`src/rtl/load_store_unit.sv`:
```
// load_store_unit
// MEM-stage load/store unit in front of a 32-bit word memory with a
// combinational read port and a clocked write port.
//
// Loads are served combinationally with byte/halfword lane selection and
// sign or zero extension. Aligned word stores write in the same cycle.
// Byte and halfword stores take a read-modify-write path:
//   - IDLE: stall one cycle and capture the addressed word.
//   - MERGE: write the merged word back.
//
// Ports
//   clk, rst               : clock and synchronous active-high reset
//   MemReadM, MemWriteM    : load / store request (store wins if both)
//   funct3M                : 000 B, 001 H, 010 W, 100 BU, 101 HU
//   ALUResultM             : byte address of the access
//   WriteDataM             : right-justified store data
//   ReadDataM              : extended load result
//   StallM                 : hold the MEM stage this cycle
//   MisalignM              : current access is misaligned
//   mem_addr               : word-aligned byte address to memory
//   mem_wdata, mem_we      : write word and write enable
//   mem_rdata              : combinational read data of mem_addr
//   state_o                : debug view of the FSM state (0 IDLE, 1 MERGE)
//
// Handshake: there is no valid/ready pair here. A request is presented by
// holding MemReadM/MemWriteM and its operands for a cycle. When StallM is 1,
// the pipeline must present the same request again on the next cycle. The
// access completes in the first cycle where StallM is 0.
module load_store_unit #(
  parameter int ADDR_LSB = 2
) (
  input  logic        clk,
  input  logic        rst,
  input  logic        MemReadM,
  input  logic        MemWriteM,
  input  logic [2:0]  funct3M,
  input  logic [31:0] ALUResultM,
  input  logic [31:0] WriteDataM,
  output logic [31:0] ReadDataM,
  output logic        StallM,
  output logic        MisalignM,
  output logic [31:0] mem_addr,
  output logic [31:0] mem_wdata,
  output logic        mem_we,
  input  logic [31:0] mem_rdata,
  output logic        state_o
);

  typedef enum logic {IDLE = 1'b0, MERGE = 1'b1} state_t;

  // Clears the byte-offset bits so the memory always sees a word address.
  localparam logic [31:0] WORD_MASK = ~((32'd1 << ADDR_LSB) - 32'd1);

  state_t      state_q;
  logic [31:0] addr_q;
  logic [1:0]  size_q;   // sign bit is irrelevant for stores
  logic [15:0] wdata_q;  // only the low halfword can reach memory
  logic [31:0] merge_q;

  logic        load_ok, store_ok, access_mis, sub_go;
  logic [7:0]  ld_byte;
  logic [15:0] ld_half;
  logic [31:0] merged_word;

  assign state_o = state_q;

  // Legal encodings for each direction; anything else is a silent no-op.
  assign load_ok  = (funct3M == 3'b000) || (funct3M == 3'b001) ||
                    (funct3M == 3'b010) || (funct3M == 3'b100) ||
                    (funct3M == 3'b101);
  assign store_ok = (funct3M == 3'b000) || (funct3M == 3'b001) ||
                    (funct3M == 3'b010);

  // Halfword accesses need addr[0]==0, word accesses addr[1:0]==00.
  assign access_mis = ((funct3M[1:0] == 2'b01) && ALUResultM[0]) ||
                      ((funct3M == 3'b010) && (ALUResultM[1:0] != 2'b00));

  // A legal, aligned byte/halfword store starts the read-modify-write.
  assign sub_go = (state_q == IDLE) && MemWriteM && store_ok && !access_mis &&
                  (funct3M[1:0] != 2'b10);

  assign ld_byte = mem_rdata[{ALUResultM[1:0], 3'b000} +: 8];
  assign ld_half = ALUResultM[1] ? mem_rdata[31:16] : mem_rdata[15:0];

  always_comb begin
    merged_word = merge_q;
    if (size_q == 2'b00) begin
      merged_word[{addr_q[1:0], 3'b000} +: 8] = wdata_q[7:0];
    end else begin
      merged_word[{addr_q[1], 4'b0000} +: 16] = wdata_q;
    end
  end

  always_comb begin
    ReadDataM = 32'd0;
    StallM    = 1'b0;
    MisalignM = 1'b0;
    mem_we    = 1'b0;
    mem_addr  = ALUResultM & WORD_MASK;
    mem_wdata = WriteDataM;
    if (state_q == MERGE) begin
      // Only latched values are used here; live inputs are ignored.
      mem_addr  = addr_q & WORD_MASK;
      mem_wdata = merged_word;
      mem_we    = 1'b1;
    end else if (MemWriteM) begin
      if (store_ok) begin
        if (access_mis) begin
          MisalignM = 1'b1;
        end else if (funct3M[1:0] == 2'b10) begin
          mem_we = 1'b1;
        end else begin
          StallM = 1'b1;
        end
      end
    end else if (MemReadM && load_ok) begin
      if (access_mis) begin
        MisalignM = 1'b1;
      end else begin
        case (funct3M[1:0])
          2'b00:   ReadDataM = {{24{~funct3M[2] & ld_byte[7]}}, ld_byte};
          2'b01:   ReadDataM = {{16{~funct3M[2] & ld_half[15]}}, ld_half};
          default: ReadDataM = mem_rdata;
        endcase
      end
    end
    // Reset suppresses any write, including one from an aborted MERGE.
    if (rst) begin
      StallM = 1'b0;
      mem_we = 1'b0;
    end
  end

  always_ff @(posedge clk) begin
    if (rst) begin
      state_q <= IDLE;
      addr_q  <= 32'd0;
      size_q  <= 2'd0;
      wdata_q <= 16'd0;
      merge_q <= 32'd0;
    end else begin
      case (state_q)
        IDLE: begin
          if (sub_go) begin
            state_q <= MERGE;
            addr_q  <= ALUResultM;
            size_q  <= funct3M[1:0];
            wdata_q <= WriteDataM[15:0];
            merge_q <= mem_rdata;
          end
        end
        default: state_q <= IDLE;
      endcase
    end
  end

endmodule

```
`config.mk`:
```
export PLATFORM = sky130hd
export DESIGN_NAME = load_store_unit
export DESIGN_NICKNAME = d
export VERILOG_FILES = /design/src/rtl/load_store_unit.sv
export SDC_FILE = /design/constraint.sdc
export NUM_CORES = 1
export LEC_CHECK = 0
export CELL_PAD_IN_SITES_DETAIL_PLACEMENT = 1
export CELL_PAD_IN_SITES_GLOBAL_PLACEMENT = 1
export CORE_MARGIN = 5
export CORE_UTILIZATION = 35
export DETAILED_ROUTE_END_ITERATION = 8
export GPL_TIMING_DRIVEN = 0
export HOLD_SLACK_MARGIN = 0.05
export PLACE_DENSITY_LB_ADDON = 0.05
export SKIP_CTS_REPAIR_TIMING = 1
export SLEW_MARGIN = 10
export SYNTH_ARGS = -nofsm -noshare
export SYNTH_HDL_FRONTEND = slang
export SYNTH_SLANG_ARGS = --single-unit
export TNS_END_PERCENT = 100
```
`constraint.sdc`:
```
create_clock -name clk -period 4.15 [get_ports clk]
set_input_delay 0.6225 -clock clk [delete_from_list [all_inputs] [get_ports clk]]
set_output_delay 0.6225 -clock clk [all_outputs]
set_load 0.05 [all_outputs]
```
=== Yosys cells after proc, flatten, opt, wreduce, memory -nomap -nowiden ===
Cells that the tools add are included.

* $add $sub $neg: 2
* Equality and inequality tests: 7
* Shift operators: 5
* Multiplexer cells: 29
* Bitwise gates (word level): 4
* Reductions and logical operators: 19

{| class="wikitable"
|+ Operator list
! cell !! number
|-
| $mux 32 || 7
|-
| $bwmux 32 || 2
|-
| $pmux 32 s2 || 1
|-
| $shift 16x7->32 const A || 1
|-
| $shift 8x7->32 const A || 1
|-
| $shiftx 16x7->32 || 1
|-
| $shiftx 32x6->8 || 1
|-
| $shiftx 8x7->32 || 1
|-
| $mux 1 || 18
|-
| $mux 16 || 1
|-
| $neg 5->7 || 2
|-
| $logic_and 1x1->1 || 7
|-
| $eq 3x3->1 const B || 2
|-
| $logic_or 1x1->1 || 5
|-
| $logic_not 2->1 || 2
|-
| $eq 3x1->1 const B || 1
|-
| $eq 3x2->1 const B || 1
|-
| $logic_not 3->1 || 1
|-
| $and 1x1->1 || 2
|-
| $eq 2x1->1 const B || 1
|-
| $eq 2x2->1 const B || 1
|-
| $ne 2x2->1 const B || 1
|-
| $not 1->1 || 2
|-
| $reduce_and 2->1 || 1
|-
| other kinds (3) || 3
|}

* Flip-flop bits (word level): 83
* Bits of input ports: 103
* Output and inout bits: 100
* Logic and storage cells: 71

=== Longest topological paths before layout ===
Gate-level depths: netlist of run 1.

* Depth in word-level cells: 9
* Depth in mapped cells: 7
* Depth with buffers taken out: 6

=== Least setup slack after synthesis of run 1 ===
Ideal clock, no wire load.

* Kind: register to output
* From: register state_q (netlist: state_o)
* To: output MisalignM
* Arrival: 3.543 ns
* Data required time: 3.527 ns
* Path slack: -0.016 ns
* Cell stages (with the launch flop): 5
* Path buffers: 3
* Cells stage by stage: dfxtp_1 > buf_2 > buf_1 > clkbuf_1 > a2111oi_0

* Longest elaborated chain between the ends: 1

{| class="wikitable"
|+ RTL lines
! element !! RTL line !! text
|-
| start: declaration || 54 || <nowiki>state_t state_q;</nowiki>
|-
| start signal: assignment || 136 || <nowiki>state_q <= IDLE;</nowiki>
|-
| start signal: assignment || 145 || <nowiki>state_q <= MERGE;</nowiki>
|-
| start signal: assignment || 152 || <nowiki>default: state_q <= IDLE;</nowiki>
|-
| $mux 1 || 101 || <nowiki>if (state_q == MERGE) begin</nowiki>
|-
| end: declaration || 41 || <nowiki>output logic MisalignM,</nowiki>
|}

No other way between the ends.

=== Worst setup path after layout of run 1 ===
* From: register addr_q[1]
* To: output mem_wdata[28]

* Longest elaborated chain between the ends: 5
* Elaborated cells between the ends (all ways): 10
* Those cells by class: add/sub: 2; shift: 4; mux: 4

{| class="wikitable"
|+ RTL lines
! element !! RTL line !! text
|-
| start: declaration || 55 || <nowiki>logic [31:0] addr_q;</nowiki>
|-
| start signal: assignment || 146 || <nowiki>addr_q <= ALUResultM;</nowiki>
|-
| $neg 5->7, on equally long branches || 90, 88 ||
|-
| $shiftx 16x7->32, or another cell as far along || 90 || <nowiki>merged_word[{addr_q[1], 4'b0000} +: 16] = wdata_q;</nowiki>
|-
| $bwmux 32, on equally long branches || 90, 88 ||
|-
| $mux 32 * || 87 || <nowiki>if (size_q == 2'b00) begin</nowiki>
|-
| $mux 32 * || 101 ||
|-
| end: declaration || 43 || <nowiki>output logic [31:0] mem_wdata,</nowiki>
|}

Every way passes the cells marked *; elsewhere a longest branch is shown, timed or not.

==> run_results.csv, run 1 <==
group,metric,value,unit
floorplan,row_count,46,
place,io_buffers,196,
grt,grt.total_usage,23.8,%
grt,grt_pass1_wl,34200,um
detailed_routing,wl,22200,um
yosys,ys_seq_elements,83,
floorplan,die_area,0.0184,mm^2
power_and_ir_drop,power.leakage,0.00280,uW
yosys,yosys-top-cells-area,"dfxtp_1, a21oi_2, mux2_2",
floorplan,core,0.0157,mm^2
grt,antenna_found_initial,0,
yosys,ys_seq_area_share,30.0,%
floorplan,die_x,136,um
clock_network,clock_latency,0.34,ns
grt,grt_pass1_vias,6082,
run_status,status,"finished clean",
worst_setup_path,endpoint_kind,"output port",
yosys,yosysUniqueCellTypes,46,
timing,tightest_slew,0.800,ns
yosys,yosysMostFrequentCell,"nand2_1",
timing,period_needed,4.01,ns
detailed_routing,drc_errors,0,
power_and_ir_drop,powerDensity,291,mW/mm^2
place,place_area,0.00778,mm^2
detailed_routing,firstDrtPassIters,5,
detailed_routing,wl_per_cell,20.4,um
detailed_routing,viasPerCell,5.23,
worst_setup_path,startpoint_type,"flip-flop",
final_layout,regArea,0.00166,mm^2
yosys,synthArstFlopShare,0,%
yosys,synth-simple-area-share,20.8,%
clock_network,cts.sinks,83,
yosys,synth_mux_area_share,9.71,%
place,place.gp.congestion,0.850,
final_layout,fill_cells,1835,
timing,fin_hold_ws,0.459,ns
timing,hold_viol,0,
detailed_routing,vias,5671,
clock_network,cts_root_buffer,"clkbuf_16",
power_and_ir_drop,p_int,1580,uW
floorplan,start_util,35.3,%
floorplan,ios,203,
yosys,syn_inst,655,
power_and_ir_drop,share_comb_of_total_power,28.1,%
floorplan,die_h,136,um
timing,setup_viol,0,
final_layout,n_antenna_cell,0,
clock_network,clk_pin_slew,0.07,ns
worst_setup_path,arrival,3.38,ns
worst_setup_path,timing.rr.end,"addr_q[31]",
yosys,syn_area_per_cell,8.46,um^2
worst_hold_path,holdPathEnd,"addr_q[4]",
place,place_hpwl,17700,um
final_layout,postLayoutCellArea,0.00811,mm^2
clock_network,cts_buffers,9,
timing,finalClockSkew,0.00712,ns
yosys,synth_adder_area_share,1.13,%
worst_setup_path,ff2ff_setup_slack,2.47,ns
power_and_ir_drop,sw_frac_of_total,33.2,%
worst_setup_path,worst_ep_required_time,3.53,ns
power_and_ir_drop,seq_power_share,35.7,%
detailed_routing,ant_nets,0,
power_and_ir_drop,worst_ir_drop_vdd,0.175,mV
yosys,synth_top_family_by_area,"compound AO/OA/AOI/OAI gates",
final_layout,synthToLayoutAreaGrowth,46.4,%
final_layout,drive_above_1_share,29.3,%
yosys,ys_warn_count,0,
worst_setup_path,crit_type,"reg2out",
power_and_ir_drop,p_sw,782,uW
timing,rsz0062_at_grt,"no",
final_layout,nets,971,
yosys,synth-xor-area-share,0,%
grt,globalRouteOverflowTotal,0,
flow_run,max-cap-violations,0,
worst_hold_path,hold_path_startpoint,"addr_q[4]",
clock_network,htree_levels,3,
worst_setup_path,rr_worst_depth,5,
yosys,syn_area,0.00554,mm^2
grt,grt_max_degree,16,
clock_network,cts_tree,"yes",
worst_setup_path,cp_max_fo,10,
yosys,yosys.area.top_type,"dfxtp_1",
timing,slew_viol_final,0,
yosys,ys.flop_type,"dfxtp_1",
clock_network,clockBufferDepth,2,
timing,max_freq,0.250,GHz
power_and_ir_drop,clock_power_share,36.2,%
worst_setup_path,r2r-start,"state_o",
detailed_routing,initialDrtViolationCount,289,
timing,relSlewSlack,46.7,%
worst_hold_path,hold_class,"reg2reg",
worst_hold_path,hold_depth,2,
final_layout,multiInputGateArea,0.00343,mm^2
yosys,synth_compound_area_share,29.8,%
yosys,synth_common_cells,"nand2_1, dfxtp_1, a21oi_2",
yosys,synth_top_area_share,30.0,%
timing,finalCritPeriodShare,96.5,%
yosys,synth_edf_count,0,
==> placed cells by master, fill, tap and decap left out, types with 16 or more instances in the layout <==
cell             count
clkdlybuf4s50_1    195
nand2_1            109
dfxtp_1             83
a21oi_2             80
nand2_2             69
mux2_2              46
inv_1               29
o21ai_0             24
a21oi_1             24
a221oi_1            23
clkbuf_1            19
nor2_1              18
buf_6               17
o2bb2ai_1           16
nor2b_1             16
a221o_1             16
==> sequential cells by signal (all words and copies together), names as in the netlist <==
name / count
addr_q: 32
merge_q: 32
state_o: 1
wdata_q: 16
size_q: 2
==> cell families (layout without fill, tap and decap cells) <==
group                      after synthesis  in the layout
buffers and inverters                   85            297
adders and majority gates                5              5
DFF                                     83             83
other                                    1              2
AOI/OAI and AO/OA                      204            204
and+or+nand+nor                        229            229
muxes                                   48             48
==> worst max path at each step <==
stage	from	endpoint	slack, ns	cells past startpoint
global placement	addr_q[1]	mem_wdata[31]	0.13	7
detailed placement	addr_q[1]	mem_wdata[28]	0.07	7
global route	addr_q[1]	mem_wdata[9]	0.004	8
CTS	addr_q[1]	mem_wdata[28]	-0.30	7
floorplan	ALUResultM[1]	MisalignM	0.66	4
finish	addr_q[1]	mem_wdata[28]	0.14	7
==> metal layers <==
layer	GRT usage, %	up-vias	routed length (um)
li1	-	2724	-
met1	31.4	2736	9910
met2	39.4	182	10500
met3	4.77	29	1260
met4	7.39	0	443
met5	0	-	0
==> power groups by stage <==
stage                     logic, uW  registers (uW)  clock network [uW]
after floorplan                 395             849                   0
after global placement          657             857                   0
after detailed placement        662             858                   0
after CTS                       666             840                 871
after global routing            699             842                 904
final                           663             841                 854
==> layout make-up <==
class / instances / share of cell area [%]
Buffer: 53 / 4.33
Clock buffer: 10 / 2.95
Clock inverter: 6 / 0.895
Inverter: 32 / 1.48
Multi-Input combinational cell: 488 / 42.3
Sequential cell: 83 / 20.5
Tap cell: 216 / 3.33
Timing Repair Buffer: 196 / 24.2
==> through the flow <==
step                cells  worst slack [ns]  utilization, %  total power [uW]  TNS (ns)
detailed placement   1068            0.0736            49.5              1520         0
CTS                  1084            -0.298            51.5              2380     -4.04
global route         1084           0.00414            51.6              2450         0
global placement     1068             0.129            49.5              1510         0
floorplan             656             0.655               -              1240         0
finish               1084             0.145            51.6              2360         0
==> critical path, cell delays in order (launching register included) <==
cell and delay [ns]:
dfxtp_1 0.42, clkbuf_2 0.32, inv_1 0.13, ha_1 0.38
nor4_4 0.51, a221oi_1 0.17, o2bb2ai_1 0.25, clkdlybuf4s50_1 0.84
Power figures use the tool's default switching activity.
==> inputs of run 2 (changes only) <==
Settings changed: CAP_MARGIN from default to 5.
==> results of run 2 <==
The final DEF is identical to that of run 1; final timing and power are the same.
==> inputs of run 3 (changes only) <==
Settings changed: ABC_AREA from default to 1, CORE_UTILIZATION 35 to 33.
Clock period 4.15 ns to 5 ns, I/O delays scaled along.
==> run 3 against run 2 <==
Routed wire length rose by 17%. Synthesized cell count rose by 62%. Combinational power fell by 3.5%. Clock power fell by 6.3%. Utilization fell by 3.6 points. Register-to-register slack improved by 0.31 ns. Sequential power fell by 16%.
==> run_results.csv, run 3 <==
group,metric,value,unit
run_status,status,"finished clean",
clock_network,clk_pin_slew,0.06,ns
place,place.gp.congestion,0.951,
yosys,ys_warn_count,0,
timing,relSlewSlack,50.5,%
detailed_routing,wl_per_cell,17.3,um
detailed_routing,wl_met3,1320,um
floorplan,row_count,49,
place,place_hpwl,20500,um
yosys,yosys-top-cells-area,"dfxtp_1, nand2_1, nor2_1",
final_layout,mostFrequentLayoutCells,"nand2_1, clkdlybuf4s50_1, nor2_1",
floorplan,die_h,144,um
floorplan,ios,203,
yosys,syn_area,0.00591,mm^2
yosys,syn_area_per_cell,5.57,um^2
power_and_ir_drop,worst_ir_drop_vdd,0.168,mV
clock_network,cts_tree,"yes",
final_layout,stdcell_count,1505,
yosys,yosysUniqueCellTypes,29,
timing,tightest_slew,0.743,ns
worst_setup_path,endpoint_kind,"output port",
final_layout,largestRegisters,"addr_q: 32 flops, merge_q: 32 flops, wdata_q: 16 flops",
timing,max_freq,0.212,GHz
floorplan,die_area,0.0207,mm^2
yosys,yosys.area.top_type,"dfxtp_1",
detailed_routing,top_layer,"met4",
flow_run,max-cap-violations,0,
timing,finalClockSkew,0.00473,ns
grt,grt_pass1_vias,7569,
detailed_routing,ant_nets,0,
grt,grt.total_usage,24.8,%
worst_hold_path,hold_path_startpoint,"size_q[1]",
timing,setup_viol,0,
timing,period_needed,4.73,ns
clock_network,clock_latency,0.35,ns
timing,slew_viol_final,0,
place,io_buffers,199,
clock_network,cts_root_buffer,"clkbuf_16",
worst_hold_path,hold_class,"reg2reg",
yosys,synth_edf_count,0,
yosys,synthArstFlopShare,0,%
final_layout,nets,1379,
final_layout,multiInputGateArea,0.00353,mm^2
grt,grt_max_degree,15,
yosys,ys.flop_type,"dfxtp_1",
final_layout,synthToLayoutAreaGrowth,44.6,%
detailed_routing,routedLengthMet1,11700,um
yosys,synth_top_area_share,28.1,%
yosys,ys_seq_elements,83,
power_and_ir_drop,powerDensity,252,mW/mm^2
worst_setup_path,r2r-start,"state_o",
final_layout,regArea,0.00166,mm^2
grt,antenna_found_initial,0,
final_layout,finish.utilization,48.0,%
final_layout,n_antenna_cell,0,
worst_setup_path,cp_max_fo,12,
final_layout,final_common_cell,"nand2_1",
worst_setup_path,startpoint_type,"flip-flop",
timing,hold_viol,0,
power_and_ir_drop,power.leakage,0.00396,uW
detailed_routing,met2_length,12500,um
detailed_routing,initialDrtViolationCount,344,
yosys,syn_inst,1060,
worst_setup_path,worst_ep_required_time,4.25,ns
worst_setup_path,startpoint,"addr_q[1]",
floorplan,die_x,144,um
yosys,yosysMostFrequentCell,"nand2_1",
final_layout,fill_cells,2468,
clock_network,htree_levels,3,
timing,finalCritPeriodShare,94.5,%
grt,grt_pass1_wl,40200,um
floorplan,core,0.0178,mm^2
detailed_routing,drc_errors,0,
clock_network,clockBufferDepth,2,
timing,rsz0062_at_grt,"no",
worst_setup_path,crit_type,"reg2out",
grt,globalRouteOverflowTotal,0,
final_layout,drive_above_1_share,4.47,%
place,dp_cells,1489,
yosys,synth_common_cells,"nand2_1, nor2_1, inv_1",
floorplan,start_util,33.2,%
detailed_routing,vias,7458,
clock_network,cts.sinks,83,
detailed_routing,viasPerCell,4.96,
clock_network,cts_buffers,9,
detailed_routing,firstDrtPassIters,5,
worst_setup_path,arrival,3.98,ns
yosys,ys_seq_area_share,28.1,%
timing,setup_tns,0,ns
detailed_routing,wl,26000,um
-- run 3: area by class of cell --
type	count	area share, %
Multi-Input combinational cell	801	41.4
Sequential cell	83	19.5
Inverter	104	4.57
Clock buffer	11	2.84
Timing Repair Buffer	199	23.3
Clock inverter	5	1.26
Tap cell	229	3.36
Buffer	73	3.82
-- run 3: path summary, 6_finish.rpt --
path | endpoint | slack (ns) | depth (start not counted)
worst max-delay path | mem_wdata[9] | 0.27 | 10
worst min-delay path | size_q[1] | 0.46 | 2
worst max register to register | merge_q[28] | 2.78 | 9
worst min register to register | size_q[1] | 0.46 | 2
-- run 3: critical path, stage by stage (launching register included) --
cell	delay, ns
dfxtp_1	0.49
clkinv_1	0.35
clkbuf_1	0.42
ha_1	0.32
clkbuf_1	0.22
inv_1	0.26
nand3_1	0.22
o22ai_1	0.19
a21oi_1	0.13
o21ai_0	0.19
clkdlybuf4s50_1	0.83
-- run 3: cells by family (layout without fill, tap and decap cells) --
logic type	count (synthesis)	count (layout)	share of synthesized area, %
and+or+nand+nor	618	618	42.0
buffers and inverters	177	392	12.1
AOI/OAI and AO/OA	176	176	16.6
DFF	83	83	28.1
other	1	2	0.0635
adders and majority gates	5	5	1.06
-- run 3: stage by stage --
stage	setup WS [ns]	hold slack, ns	instance area, um^2	total power, uW
4_1_cts	0.315	0.457	8540	2160
6_report	0.274	0.456	8540	2150
3_5_place_dp	0.548	0.447	8190	1360
5_1_grt	0.0251	0.486	8540	2240
2_1_floorplan	1.51	0.428	5910	1090
3_3_place_gp	0.613	0.438	8190	1350
-- run 3: layer usage --
layer  vias up  global-route usage, %
li1       3759                      -
met1      3498                   32.1
met2       175                   43.1
met3        26                   3.99
met4         0                   6.19
met5         -                      0
-- run 3: power breakdown --
part	internal, uW	switching [uW]	leakage (uW)
Sequential	693	17.1	0.000677
Clock	506	294	0.000171
Combinational	228	412	0.00311
Total	1430	724	0.00396
